`config.mk`:
```
export PLATFORM = sky130hd
export DESIGN_NAME = dbus_interconnect
export DESIGN_NICKNAME = d
export VERILOG_FILES = /design/src/rtl/dbus_interconnect.sv
export SDC_FILE = /design/constraint.sdc
export NUM_CORES = 1
export LEC_CHECK = 0
export ABC_AREA = 1
export BUFFER_PORTS_ARGS = -buffer_cell sky130_fd_sc_hd__clkbuf_2
export CAP_MARGIN = 20
export CORE_ASPECT_RATIO = 0.7
export CORE_MARGIN = 4
export CORE_UTILIZATION = 40
export CTS_CLUSTER_DIAMETER = 200
export DETAILED_ROUTE_END_ITERATION = 8
export PLACE_DENSITY = 0.79
export SLEW_MARGIN = 0
export SYNTH_ARGS = -nofsm -noshare
export SYNTH_HDL_FRONTEND = slang
export SYNTH_SLANG_ARGS = --single-unit
```
`constraint.sdc`:
```
create_clock -name clk -period 2.5 [get_ports clk]
set_input_delay 0.375 -clock clk [delete_from_list [all_inputs] [get_ports clk]]
set_output_delay 0.375 -clock clk [all_outputs]
set_load 0.01 [all_outputs]
```
`src/rtl/dbus_interconnect.sv`:
```
// CPU data-bus interconnect: decodes reads/writes onto ascending base regions, stretches reads
// with a per-target ready handshake, aborts reads on timeout and reports unmapped accesses.
module dbus_interconnect #(
  parameter int                        NTARGETS    = 4,
  parameter int                        ADDRW       = 16,
  parameter int                        DATAW       = 16,
  parameter logic [NTARGETS*ADDRW-1:0] REGION_BASE = {16'h8000, 16'h4000, 16'h2000, 16'h0000},
  parameter int                        TIMEOUT     = 15
) (
  input  logic                            clk,
  input  logic                            reset,
  input  logic                            dread_req,
  input  logic [ADDRW-1:0]                dread_addr,
  output logic [DATAW-1:0]                dread_data,
  output logic                            dread_valid,
  input  logic [ADDRW-1:0]                dwrite_addr,
  input  logic [DATAW-1:0]                dwrite_data,
  input  logic [DATAW/8-1:0]              dwrite_en,
  output logic                            stall,
  output logic [NTARGETS-1:0]             t_dread_req,
  output logic [NTARGETS*(DATAW/8)-1:0]   t_dwrite_en,
  input  logic [NTARGETS*DATAW-1:0]       t_dread_data,
  input  logic [NTARGETS-1:0]             t_ready,
  input  logic                            bus_error_clr,
  output logic                            bus_error,
  output logic [ADDRW-1:0]                err_addr
);

  localparam int NBYTES = DATAW / 8;
  localparam int SELW   = (NTARGETS > 1) ? $clog2(NTARGETS) : 1;

  typedef enum logic {S_IDLE, S_RWAIT} state_t;

  state_t            state_q, state_d;
  logic [SELW-1:0]   rsel_q, rsel_d;
  logic [7:0]        cnt_q, cnt_d;
  logic [ADDRW-1:0]  raddr_q, raddr_d;
  logic              uerr_q, uerr_d;
  logic              bus_error_q, bus_error_d;
  logic [ADDRW-1:0]  err_addr_q, err_addr_d;

  logic [SELW-1:0]   rd_sel, wr_sel;
  logic              rd_hit, wr_hit;
  logic              rwait, sel_ready, timeout, rd_done, accept;
  logic              rd_err, wr_err;
  logic [ADDRW-1:0]  rd_err_addr;

  // Write data goes straight from the CPU to every target at SoC level.
  logic unused_wdata;
  assign unused_wdata = ^dwrite_data;

  // Bases ascend, so the last matching region is the owner.
  always_comb begin
    rd_sel = '0;
    rd_hit = 1'b0;
    wr_sel = '0;
    wr_hit = 1'b0;
    for (int i = 0; i < NTARGETS; i++) begin
      if (dread_addr >= REGION_BASE[i*ADDRW +: ADDRW]) begin
        rd_hit = 1'b1;
        rd_sel = SELW'(i);
      end
      if (dwrite_addr >= REGION_BASE[i*ADDRW +: ADDRW]) begin
        wr_hit = 1'b1;
        wr_sel = SELW'(i);
      end
    end
  end

  always_comb begin
    rwait     = (state_q == S_RWAIT);
    sel_ready = t_ready[rsel_q];
    timeout   = rwait && !sel_ready && (cnt_q == 8'(TIMEOUT));
    rd_done   = rwait && (sel_ready || timeout);
    stall     = rwait && !sel_ready && !timeout;
    accept    = dread_req && !stall;

    dread_valid = uerr_q || rd_done;
    if (rwait && sel_ready) begin
      dread_data = t_dread_data[rsel_q*DATAW +: DATAW];
    end else if (dread_valid) begin
      dread_data = '1;
    end else begin
      dread_data = '0;
    end

    t_dread_req = '0;
    if (rwait) begin
      t_dread_req[rsel_q] = 1'b1;
    end
    if (accept && rd_hit) begin
      t_dread_req         = '0;
      t_dread_req[rd_sel] = 1'b1;
    end

    t_dwrite_en = '0;
    if (!stall && wr_hit) begin
      t_dwrite_en[wr_sel*NBYTES +: NBYTES] = dwrite_en;
    end
  end

  always_comb begin
    state_d = state_q;
    rsel_d  = rsel_q;
    cnt_d   = cnt_q;
    raddr_d = raddr_q;
    uerr_d  = 1'b0;

    if (rwait && !rd_done) begin
      cnt_d = cnt_q + 8'd1;
    end
    if (rd_done) begin
      state_d = S_IDLE;
    end
    if (accept) begin
      if (rd_hit) begin
        state_d = S_RWAIT;
        rsel_d  = rd_sel;
        cnt_d   = '0;
        raddr_d = dread_addr;
      end else begin
        uerr_d = 1'b1;
      end
    end

    // A timed-out read is older than a read issued in the same cycle, so it reports first.
    wr_err      = (|dwrite_en) && !stall && !wr_hit;
    rd_err      = timeout || (accept && !rd_hit);
    rd_err_addr = timeout ? raddr_q : dread_addr;

    bus_error_d = bus_error_q;
    err_addr_d  = err_addr_q;
    if (rd_err || wr_err) begin
      bus_error_d = 1'b1;
      if (!bus_error_q) begin
        err_addr_d = rd_err ? rd_err_addr : dwrite_addr;
      end
    end else if (bus_error_clr) begin
      bus_error_d = 1'b0;
    end
  end

  always_ff @(posedge clk or posedge reset) begin
    if (reset) begin
      state_q     <= S_IDLE;
      rsel_q      <= '0;
      cnt_q       <= '0;
      raddr_q     <= '0;
      uerr_q      <= 1'b0;
      bus_error_q <= 1'b0;
      err_addr_q  <= '0;
    end else begin
      state_q     <= state_d;
      rsel_q      <= rsel_d;
      cnt_q       <= cnt_d;
      raddr_q     <= raddr_d;
      uerr_q      <= uerr_d;
      bus_error_q <= bus_error_d;
      err_addr_q  <= err_addr_d;
    end
  end

  assign bus_error = bus_error_q;
  assign err_addr  = err_addr_q;

endmodule
```
Word-level counts from Yosys, hierarchy flattened --
Cells that the tools add are included.
Storage, ports and cells: flip-flop bits (word level) 45, word-level logic and storage cells 92, output and inout port bits 47
Operators by class: reductions and logical operators 28, $add $sub $neg 2, $lt $le $gt $ge 12, bitwise logic cells 2, shifts and indexed selects 3, muxes and demuxes 37, equal/unequal tests 1
Operators by type and width (number):
- two-way mux 16 bit | 4
- indexed part select 64 x 7 -> 16 bit | 1
- negation 3 -> 34 bit | 1
- variable shift 2 x 34 -> 8 bit (first input constant) | 1
- indexed part select 2 x 34 -> 8 bit | 1
- >= comparator 16 x 1 -> 1 bit (second input constant) | 2
- >= comparator 16 x 14 -> 1 bit (second input constant) | 2
- >= comparator 16 x 15 -> 1 bit (second input constant) | 2
- >= comparator 16 bit (second input constant) | 2
- two-way mux 8 bit | 4
- two-way mux 1 bit | 20
- logical AND 1 bit | 14
- adder 8 x 1 -> 8 bit (second input constant) | 1
- bitwise AND 8 bit | 1
- equality test 8 x 4 -> 1 bit (second input constant) | 1
- two-way mux 2 bit | 4
- two-way mux 4 bit | 2
- zero test 1 bit | 6
- less-than comparator 2 x 3 -> 1 bit (second input constant) | 2
- demux 1 bit (select 2 bit) | 2
- >= comparator 2 x 1 -> 1 bit (second input constant) | 2
- logical OR 1 bit | 4
- AND reduction 2 bit | 2
- binary-select mux 1 bit (select 2 bit) | 1
- other kinds (3) | 3

Logic depth before layout (Yosys ltp) --
depth after elaboration 13, depth in mapped cells 10, gate-level depth less buffers 8

Least setup slack after synthesis --
Ideal clock, no wire load.
kind reg2out, start point reg cnt_q[0], end point out t_dread_req[0], cell stages (with the launch flop) 10, data required time 2.125 ns, path slack 0.711 ns, arrival 1.414 ns, buffers on the path 1, path through dfrtp_1 > ha_1 > nand3_1 > inv_1 > nand3_2 > nand3_4 > nand2_4 > buf_6 > nand3_1 > nand2_1
On the way: longest elaborated chain between the ends 8
Ends and longest elaborated chain:
- start: declaration | RTL line 36 | logic [7:0] cnt_q, cnt_d;
- start signal: assignment | RTL line 155 | cnt_q <= cnt_d;
- equality test 8 x 4 -> 1 bit | RTL line 73 | timeout = rwait && !sel_ready && (cnt_q == 8'(TIMEOUT));
- logical AND 1 bit | RTL line 73
- zero test 1 bit | RTL line 75 | stall = rwait && !sel_ready && !timeout;
- logical AND 1 bit | RTL line 75
- zero test 1 bit | RTL line 76 | accept = dread_req && !stall;
- logical AND 1 bit | RTL line 76
- logical AND 1 bit | RTL line 91 | if (accept && rd_hit) begin
- two-way mux 4 bit | RTL line 91
- end: declaration | RTL line 20 | output logic [NTARGETS-1:0] t_dread_req,
Every way passes these cells.

Worst setup path after layout --
Same ends and word-level chain as after synthesis.

==> impl_metrics.env <==
export IMPL_outcome="finished, final reports clean"
export IMPL_vias=2989
export IMPL_drive_gt1_share_pct=32.9
export IMPL_p_sw_share_pct=46.0
export IMPL_peakVddDrop_uv=385
export IMPL_power_leakage_nw=2.18
export IMPL_relSlewSlack_pct=63.1
export IMPL_final_area_sq_mm=0.00361
export IMPL_multiInputGateArea_sq_mm=0.00136
export IMPL_grt_pass1_wl_um=13400
export IMPL_critPathSlowestCell="dfrtp_1"
export IMPL_synth_area_per_cell_sq_um=7.11
export IMPL_crit_fanout=10
export IMPL_total_power_mw=3.40
export IMPL_grt_antenna_before_repair=0
export IMPL_whs_ns=0.171
export IMPL_syn_num_nets=506
export IMPL_area_delta_synth_final_pct=33.7
export IMPL_gp_congestion=0.905
export IMPL_layout_cells_non_filler=608
export IMPL_clkTransAtPathRegs_ns=0.09
export IMPL_fin_crit_ns=2.37
export IMPL_syn_cell_area_sq_mm=0.00270
export IMPL_finalNetCount=642
export IMPL_cap_violations=0
export IMPL_power_frac_clock_pct=17.4
export IMPL_p_int_mw=1.84
export IMPL_wirelength_met1_um=3740
export IMPL_criticalPathCategory="reg -> out"
export IMPL_wl_met2_um=3920
export IMPL_worstMarginPinSlew_ns=0.554
export IMPL_n_antenna_cell=0
export IMPL_ioPinCount=169
export IMPL_core_region_area_sq_mm=0.00640
export IMPL_clockRootBuffer="clkbuf_8"
export IMPL_ys_seq_area_share_pct=40.8
export IMPL_fin_tns_setup_ns=0
export IMPL_start_util_pct=42.2
export IMPL_p_seq_share_pct=30.4
export IMPL_layout_setup_ws_ns=0.129
export IMPL_io_buffers=139
export IMPL_row_count=24
export IMPL_crit_path_end_kind="output pin"
export IMPL_combPwrFrac_pct=52.2
export IMPL_grt_pass1_vias=2769
export IMPL_gr_total_overflow=0
export IMPL_clock_sinks=44
export IMPL_post_route_util_pct=56.5
export IMPL_die_area_sq_mm=0.00815
export IMPL_cts_buffers=5
export IMPL_finalHoldViolCount=0
export IMPL_fmax_mhz=422
export IMPL_firstDrtPassIters=6
export IMPL_route_detailed_drc=0
export IMPL_p_per_area_mw_per_mm2=940
export IMPL_finalCritPeriodShare_pct=94.9
export IMPL_regArea_sq_mm=0.00110
export IMPL_crit_required_ns=2.12
export IMPL_wl_met3_um=588
export IMPL_cts_buffer_depth=2
export IMPL_cpMostUsedCell="nand3_1"
export IMPL_synth_cell_types=27
export IMPL_cts_tree="done"
export IMPL_place_ws_ns=0.324
export IMPL_drtIter0Drc=203
export IMPL_synth_seq_cells=44
export IMPL_viasPerCell=4.92
export IMPL_die_x_um=106
export IMPL_postSynthCellCount=380
export IMPL_clkLatencyLatePin_ns=0.30
export IMPL_post_dp_cell_area_sq_mm=0.00345
export IMPL_top_layer_used="met4"
export IMPL_critPathLaunchType="flop"
export IMPL_dpl_hpwl_um=6320
export IMPL_arrival_ns=2.00
export IMPL_path_cells="ha_1, nand3_1, inv_1, nand3_2, nand3_4, nand2_8, nand3_1, nand2_1, clkbuf_2"
export IMPL_yosysWarnings=0
export IMPL_fill_cells=619
export IMPL_dp_cells=598
export IMPL_cts_htree_levels=2
export IMPL_slowest_delay_ns=0.42
export IMPL_drt_total_wl_um=8330
export IMPL_drtAntennaViolNets=0
export IMPL_slew_violations=0
export IMPL_switching_power_mw=1.56
export IMPL_grt_util_all_layers_pct=20.1
export IMPL_setup_viol=0
export IMPL_skew_ns=0.00597
export IMPL_grt_max_degree=45
export IMPL_rsz0062_at_grt="false"
export IMPL_hold_path_class="in -> async"
export IMPL_avgRoutedWirePerCell_um=13.7
export IMPL_dieHeight_um=76.8
## synthesized netlist by cell type (all sizes together)
master	instances	area (sq um)
clkinv	2	7.51
nor2	17	88.8
clkbuf	4	15.0
dfrtp	44	1100
xnor2	1	8.76
buf	15	93.8
a21oi	2	10.0
ha	4	50.1
nand3b	1	7.51
inv	39	146
o21ai	22	110
nor3	1	5.00
nand4	8	50.1
nand2	140	533
a22oi	16	120
xor2	3	26.3
nand3	61	328
## final cells by class
cell class / instances / area share [%]
Sequential cell: 44 / 30.6
Inverter: 41 / 4.26
Timing Repair Buffer: 147 / 20.9
Clock buffer: 6 / 2.29
Tap cell: 91 / 3.15
Multi-Input combinational cell: 277 / 37.8
Clock inverter: 2 / 1.07
## per-layer routing
metal  vias to the layer above  GRT usage, %
met5                         -             0
met1                      1352          28.1
met2                       121          31.7
li1                       1503             -
met3                        13          3.94
met4                         0          5.30
## placed cells by master (no fill, tap or decap), types with 2 or more instances in the layout
cell type / instances
dfrtp_1: 42
o21ai_1: 7
o21ai_0: 15
inv_2: 3
a21oi_1: 2
xor2_1: 3
nand3_2: 3
nor2_1: 13
nand2_1: 138
nand3_1: 58
clkbuf_8: 6
nor2_4: 3
ha_1: 4
clkinv_1: 3
a22oi_1: 16
inv_1: 35
nand4_1: 8
buf_4: 8
dfrtp_2: 2
clkbuf_2: 139
## worst paths after layout
path	endpoint	cells after the start	from	slack (ns)
hold reg to reg	raddr_q[2]	2	raddr_q[2]	0.48
min in group clk	bus_error	2	bus_error_clr	0.24
hold / removal	err_addr[6]	3	reset	0.17
setup reg to reg	cnt_q[2]	10	cnt_q[0]	0.45
max in group asynchronous	rsel_q[1]	3	reset	1.91
setup / recovery	t_dread_req[0]	9	cnt_q[0]	0.13
## flip-flops by register name (all words and copies together), names as in the netlist
| register | cells |
|---|---|
| raddr_q | 16 |
| rwait | 1 |
| cnt_q | 8 |
| rsel_q | 2 |
| bus_error | 1 |
| err_addr | 16 |
## critical path, delay by kind of cell, from the launching register on
kind | cells | cell delay, ns
adders and majority gates | 1 | 0.24
buffers and inverters | 2 | 0.23
DFF | 1 | 0.42
and+or+nand+nor | 6 | 0.80
## repair_timing
action                                  CTS  global route
gates cloned                              0             1
pin swaps                                 0             1
gates resized for setup                   1             4
endpoints found under the setup margin   15            12
buffers inserted                          0             1
hold buffers                              0             0
## power by group through the flow
stage               combinational, mW  sequential [mW]  clock (mW)
floorplan                        1.24            0.971           0
global placement                 1.67             1.03           0
detailed placement               1.71             1.04           0
CTS                              1.72             1.02       0.597
global route                     1.98             1.06       0.637
finish                           1.77             1.03       0.593
## cell families after synthesis
family                     share of synthesized area [%]
DFF                                                 40.8
xor gates and xnor gates                            1.30
and+or+nand+nor                                     37.5
adders and majority gates                           1.85
buffers and inverters                               9.73
AOI/OAI and AO/OA                                   8.89
No activity file was read; power rests on OpenSTA's default activity.
